[config.mk]
export PLATFORM = sky130hd
export DESIGN_NAME = run_sequencer
export DESIGN_NICKNAME = d
export VERILOG_FILES = /design/src/rtl/run_sequencer.sv
export SDC_FILE = /design/constraint.sdc
export NUM_CORES = 1
export LEC_CHECK = 0
export CAP_MARGIN = 20
export CORE_ASPECT_RATIO = 1.75
export CORE_MARGIN = 4
export CORE_UTILIZATION = 55
export CTS_CLUSTER_SIZE = 40
export DETAILED_ROUTE_END_ITERATION = 8
export HOLD_SLACK_MARGIN = 0.05
export PLACE_DENSITY_LB_ADDON = 0.3
export SLEW_MARGIN = 0
export SYNTH_ARGS = -nofsm -noshare
export SYNTH_HDL_FRONTEND = slang
export SYNTH_SLANG_ARGS = --single-unit
[constraint.sdc]
create_clock -name CLK -period 3.58 [get_ports CLK]
set_input_delay 0.358 -clock CLK [delete_from_list [all_inputs] [get_ports CLK]]
set_output_delay 0.358 -clock CLK [all_outputs]
set_load 0.1 [all_outputs]
[src/rtl/run_sequencer.sv]
// Operand sequencer for a downstream processor: queues operands, pulses the processor reset,
// runs each operand until a nonzero output or timeout, and returns results over valid/ready.
module run_sequencer #(
  parameter int unsigned DATA_W     = 16,
  parameter int unsigned DEPTH      = 4,
  parameter int unsigned RST_CYCLES = 2,
  parameter int unsigned TIMEOUT    = 1000
) (
  input  logic              CLK,
  input  logic              Reset,
  input  logic              in_valid,
  input  logic [DATA_W-1:0] in_data,
  output logic              in_ready,
  output logic              cpu_reset,
  output logic [DATA_W-1:0] cpu_input,
  input  logic [DATA_W-1:0] cpu_output,
  output logic              res_valid,
  input  logic              res_ready,
  output logic [DATA_W-1:0] res_data,
  output logic [DATA_W-1:0] res_cycles,
  output logic              res_timeout,
  output logic              busy
);

  localparam int unsigned AW = (DEPTH > 1) ? $clog2(DEPTH) : 1;
  localparam int unsigned RW = (RST_CYCLES > 1) ? $clog2(RST_CYCLES) : 1;
  localparam logic [AW:0]       FullCount = (AW + 1)'(DEPTH);
  localparam logic [RW-1:0]     RstLoad   = RW'(RST_CYCLES - 1);
  localparam logic [DATA_W-1:0] ToVal     = DATA_W'(TIMEOUT);

  typedef enum logic [1:0] {StIdle, StRstp, StRun, StDone} state_t;

  state_t            state;
  logic [DATA_W-1:0] mem [DEPTH];
  logic [AW-1:0]     wr_ptr, rd_ptr;
  logic [AW:0]       count;
  logic [RW-1:0]     rst_cnt;
  logic [DATA_W-1:0] run_cnt;
  logic [DATA_W-1:0] run_next;
  logic              push, pop;

  assign in_ready = (count != FullCount);
  assign push     = in_valid && in_ready;
  assign pop      = (state == StIdle) && (count != '0);
  assign busy     = (state != StIdle) || (count != '0);
  assign run_next = run_cnt + 1'b1;

  // Storage needs no reset; only the pointers and count define validity.
  always_ff @(posedge CLK) begin
    if (push) mem[wr_ptr] <= in_data;
  end

  always_ff @(posedge CLK or posedge Reset) begin
    if (Reset) begin
      wr_ptr <= '0;
      rd_ptr <= '0;
      count  <= '0;
    end else begin
      if (push) wr_ptr <= wr_ptr + 1'b1;
      if (pop)  rd_ptr <= rd_ptr + 1'b1;
      case ({push, pop})
        2'b10:   count <= count + 1'b1;
        2'b01:   count <= count - 1'b1;
        default: count <= count;
      endcase
    end
  end

  always_ff @(posedge CLK or posedge Reset) begin
    if (Reset) begin
      state       <= StIdle;
      rst_cnt     <= '0;
      run_cnt     <= '0;
      cpu_reset   <= 1'b1;
      cpu_input   <= '0;
      res_valid   <= 1'b0;
      res_data    <= '0;
      res_cycles  <= '0;
      res_timeout <= 1'b0;
    end else begin
      case (state)
        StIdle: begin
          cpu_reset <= 1'b1;
          if (pop) begin
            cpu_input <= mem[rd_ptr];
            rst_cnt   <= RstLoad;
            state     <= StRstp;
          end
        end
        StRstp: begin
          if (rst_cnt == '0) begin
            run_cnt   <= '0;
            cpu_reset <= 1'b0;
            state     <= StRun;
          end else begin
            rst_cnt <= rst_cnt - 1'b1;
          end
        end
        StRun: begin
          run_cnt <= run_next;
          // A nonzero answer takes priority over a timeout in the same cycle.
          if (cpu_output != '0) begin
            res_data    <= cpu_output;
            res_cycles  <= run_next;
            res_timeout <= 1'b0;
            res_valid   <= 1'b1;
            cpu_reset   <= 1'b1;
            state       <= StDone;
          end else if (run_next == ToVal) begin
            res_data    <= '0;
            res_cycles  <= ToVal;
            res_timeout <= 1'b1;
            res_valid   <= 1'b1;
            cpu_reset   <= 1'b1;
            state       <= StDone;
          end
        end
        StDone: begin
          cpu_reset <= 1'b1;
          if (res_ready) begin
            res_valid <= 1'b0;
            state     <= StIdle;
          end
        end
        default: state <= StIdle;
      endcase
    end
  end

endmodule
; ---- After elaboration in Yosys (flattened, before gate mapping)
; Memories as Yosys holds them, arrays and structs flattened. A register that Yosys moved wholly into a read port is not among the register bits.
; Cells that the tools add are included.
; Widths: inputs -> output; s select.
[totals]
elab_cells = 74
ramBits = 64
romBits = 0
input_bits = 36
n_memories = 1
reg_bits = 61
latch_bits = 0
[memory_table]
columns = memory, words, word_bits, read_ports, rd_ports_with_merged_regs, wr, line
row1 = mem, 4, 16, 1, 1, 1, 34  ; logic [DATA_W-1:0] mem [DEPTH];
[classes]
mux = 25
bitwise_logic = 0
n_lt_le_gt_ge = 0
n_div = 0
mul = 0
eq_ne = 11
reduce_logical = 20
n_addsub = 6
n_shift = 0
[ops]
columns = cell, count
row1 = $mux 16, 5
row2 = $pmux 16 s2, 1
row3 = $add 16x1->16 const B, 1
row4 = $eq 16x10->1 const B, 1
row5 = $reduce_bool 16->1, 1
row6 = $reduce_bool 2->1, 6
row7 = $mux 2, 5
row8 = $reduce_and 2->1, 5
row9 = $mux 1, 9
row10 = $pmux 2 s4, 1
row11 = $eq 2x2->1 const B, 3
row12 = $ne 2x2->1 const B, 3
row13 = $ne 3x3->1 const B, 2
row14 = $pmux 3 s2, 1
row15 = $add 2x1->2 const B, 2
row16 = $eq 2x1->1 const B, 2
row17 = $pmux 1 s2, 2
row18 = $reduce_and 4->1, 1
row19 = $add 3x1->3 const B, 1
row20 = $pmux 1 s3, 1
row21 = $reduce_and 3->1, 1
row22 = $reduce_bool 3->1, 1
row23 = $sub 3x1->3 const B, 1
row24 = $logic_and 1x1->1, 2
row25 = 4 further kinds, 4

; ---- Longest topological paths before layout
[logic_depth]
ltp_word = 5
mapped_depth = 12

; ---- Least setup slack after synthesis
; OpenSTA, ideal clock, no wires.
[synth_timing]
path_type = register to register
startpoint = reg count[0]
endpoint = reg count[2]
setup_slack_ps = 656
path_buffers = 0
stages_incl_launch_ff = 11
synth_period_minus_slack_ps = 2924
t_required_ps = 3501
arrival_ps = 2845
path_cell_list = dfrtp_1 > inv_1 > nand3_1 > and2_1 > inv_1 > ha_1 > inv_1 > fa_1 > xor2_1 > nor2_1 > xor2_1
[synth_between]
elab_chain_len = 4
word_cells_on_any_way = 10
[synth_rtl]
columns = element, line
row1 = start: declaration, 36  ; logic [AW:0] count;
row2 = start signal: assignment, 62  ; 2'b10: count <= count + 1'b1;
row3 = start signal: assignment, 63  ; 2'b01: count <= count - 1'b1;
row4 = start signal: assignment, 64  ; default: count <= count;
row5 = $ne 3x3->1 *, 42  ; assign in_ready = (count != FullCount);
row6 = named net in_ready, 13  ; output logic in_ready,
row7 = $logic_and 1x1->1 *, 43  ; assign push = in_valid && in_ready;
row8 = $eq 2x1->1 or $eq 2x2->1 (tied branches), 61  ; case ({push, pop})
row9 = $pmux 3 s2 or $reduce_bool 2->1 (tied branches), --
; Mark *: on every way through the listed nets, which the timed path passes. The rest lies on a longest branch.
; A chain may end at the register's enable or synchronous reset.

; ---- Final worst setup path
[layout_timing]
startpoint = reg run_cnt[0]
endpoint = reg res_cycles[2]
[layout_between]
elab_chain_len = 4
word_cells_on_any_way = 5
[layout_rtl]
columns = element, line
row1 = start: declaration, 38  ; logic [DATA_W-1:0] run_cnt;
row2 = start signal: assignment, 100  ; run_cnt <= run_next;
row3 = $add 16x1->16 *, 46  ; assign run_next = run_cnt + 1'b1;
row4 = $eq 16x10->1, 109  ; end else if (run_next == ToVal) begin
row5 = $reduce_bool 2->1 (no source line), --
row6 = $reduce_and 2->1 (no source line), --
row7 = end signal: assignment, 104  ; res_cycles <= run_next;
row8 = end signal: assignment, 111  ; res_cycles <= ToVal;
row9 = end: declaration, 20  ; output logic [DATA_W-1:0] res_cycles,
; Mark *: on every way between the ends. The rest lies on a longest branch, timed or not.

==> impl_metrics.json <==
{
  "remaining_drc_errors": 0,
  "fin_worst_skew_ns": 0.0119,
  "start_util_pct": 56.1,
  "drv_slew": 0,
  "dp_cells": 721,
  "avgSynthCellArea_um2": 12.1,
  "finalPower_mw": 8.33,
  "io_pins": 89,
  "r2r-start": "run_cnt[0]",
  "cts_sinks": 141,
  "clk_path_buf_depth": 2,
  "finalWeightedCongestion": 0.882,
  "wl_per_cell_um": 18.7,
  "die_w_um": 88.7,
  "cts_resized": 0,
  "path_clk_slew_ns": 0.06,
  "grt_pass1_wl_mm": 23.4,
  "yosysUniqueCellTypes": 52,
  "fp.dieH_um": 149,
  "min_path_type": "in2async",
  "p_leak_nw": 3.22,
  "netlist_area_mm2": 0.00627,
  "final_layout_size_suffix_gt1_share_pct": 10.3,
  "tns_ns": 0,
  "grt_use_total_pct": 23.2,
  "crit_start": "run_cnt[0]",
  "cp.required_ns": 3.87,
  "tritoncts": "yes",
  "path_max_fanout": 11,
  "syn-num-nets": 569,
  "fin_crit_sh_pct": 80.5,
  "synthCells": 520,
  "cts_hold_buf": 0,
  "insertion_delay_ns": 0.42,
  "crit_arrival_ns": 3.17,
  "post_dp_cell_area_mm2": 0.00729,
  "postLayoutCoreUtil_pct": 71.1,
  "layout_common_cells": "nand2_1 (103), clkdlybuf4s50_1 (88), dfrtp_1 (76)",
  "core_area_mm2": 0.0112,
  "timing.slew.headroom_pct": 32.1,
  "power_density_mw_per_mm2": 1050,
  "final_hold_viol_count": 0,
  "ys.warnings.count": 0,
  "htree_levels": 4,
  "grt_pass1_vias": 4605,
  "row_count": 51,
  "synth_area_leader_cell": "edfxtp_1",
  "ys.flop_type": "dfrtp_1",
  "antenna_found_initial": 0,
  "grt_max_degree": 45,
  "cp-start-kind": "flip-flop",
  "synth_async_sr_flop_share_pct": 54.6,
  "drt_wl_total_mm": 14.0,
  "ys_top_cells_by_area": "edfxtp_1 (31%), dfrtp_1 (30%), nand2_1 (6.2%), mux4_2 (5.8%), o21ai_0 (3.4%)",
  "final_cell_count_no_fill": 753,
  "dp_hpwl_mm": 9.44,
  "post_cts_buffers": 0,
  "vdd_drop_max_uv": 922,
  "cp-end-kind": "flip-flop",
  "status": "finished, final reports clean",
  "antenna_cells": 0,
  "synth.ff_latch_count": 141,
  "fmax_mhz": 347,
  "first_pass_iters": 5,
  "layout_commonest_cell": "nand2_1",
  "finalSetupViolations": 0,
  "worst_pin_slew_ns": 1.01,
  "viasPerCell": 5.84,
  "yosys.area.top_type_share_pct": 30.7,
  "die_area_mm2": 0.0132,
  "drt-initial-drc-count": 343,
  "cts_root_buf": "clkbuf_16",
  "yosysSeqAreaShare_pct": 61.4,
  "synth_edf_count": 64,
  "syn_to_final_growth_pct": 26.7,
  "vias": 4394,
  "grt_overflow": 0,
  "numCtsBuffers": 17,
  "worstSetupPathType": "reg2reg",
  "ant_nets": 0,
  "nNetsFinal": 657,
  "stdcell_area_mm2": 0.00794,
  "cap_violations": 0,
  "layout_min_cycle_time_ns": 2.88,
  "port_buffers": 88,
  "rsz0062_at_grt": "no"
}
==> power by group <==
group	total, mW	switching, mW	internal, mW
sequential	2.51	0.327	2.18
combinational	3.90	2.82	1.08
clock	1.92	0.677	1.24
==> critical path, cell delays in order, from the launching register on <==
cell and delay, ns:
dfrtp_1 0.45, ha_1 0.36, nand4_1 0.34, nor4_1 0.28, buf_4 0.19, and4b_1 0.18, o2111a_1 0.35, a21oi_2 0.22
a221o_1 0.40
==> cell families (layout without fill, tap and decap cells) <==
logic type,Yosys count,count (layout),synth area share [%]
mux,18,18,6.07
compound gates,89,89,9.09
xor+xnor,20,20,2.80
simple gates,187,187,14.3
fa+ha+maj,13,13,2.72
buf+inv,52,153,3.55
flops,141,141,61.4
==> synth_stat cells (4+ instances only) <==
cell type / count
a21oi_1: 7
a221o_1: 4
and2_1: 6
and3_1: 8
buf_2: 7
clkbuf_1: 21
dfrtp_1: 76
edfxtp_1: 64
ha_1: 12
inv_1: 19
mux4_2: 16
nand2_1: 103
nand3_1: 13
nor2_1: 17
nor2b_1: 8
nor3_1: 7
nor4_1: 7
nor4b_1: 6
o21ai_0: 42
o22ai_1: 10
xnor2_1: 9
xor2_1: 11
==> registers in the layout, summed over array words and instances (netlist names), 2 cells and up <==
register,cells
count,3
mem,64
run_cnt,16
res_cycles,16
rd_ptr,2
state,2
cpu_input,16
res_data,16
wr_ptr,2
==> cell type report <==
class	instances	area, µm²
Sequential cell	141	3850
Fill cell	733	3230
Multi-Input combinational cell	327	2190
Timing Repair Buffer	101	1010
Clock buffer	18	429
Clock inverter	14	215
Tap cell	132	165
Inverter	20	75.1
==> layer usage <==
metal,share of wire [%],track usage [%]
met1,36,26.8
met2,55,40.7
met3,5.4,4.59
met4,2.8,10.3
met5,0,0
==> worst paths after layout <==
kind / end / slack [ns] / cells past startpoint
worst max register to register: res_cycles[2] / 0.70 / 8
worst max-delay path: res_cycles[2] / 0.70 / 8
worst min register to register: cpu_input[8] / 0.48 / 2
worst min-delay path: res_data[11] / 0.42 / 2
min in group CLK: cpu_input[8] / 0.48 / 2
max in group asynchronous: run_cnt[6] / 2.47 / 3
==> per-stage QoR <==
| step | setup WS, ns | hold slack (ns) |
|---|---|---|
| floorplan | 0.656 | 0.457 |
| global placement | 0.853 | 0.462 |
| detailed placement | 0.794 | 0.466 |
| CTS | 0.708 | 0.423 |
| global route | 0.457 | 0.488 |
| finish | 0.696 | 0.417 |
(Power assumes the default switching activity.)
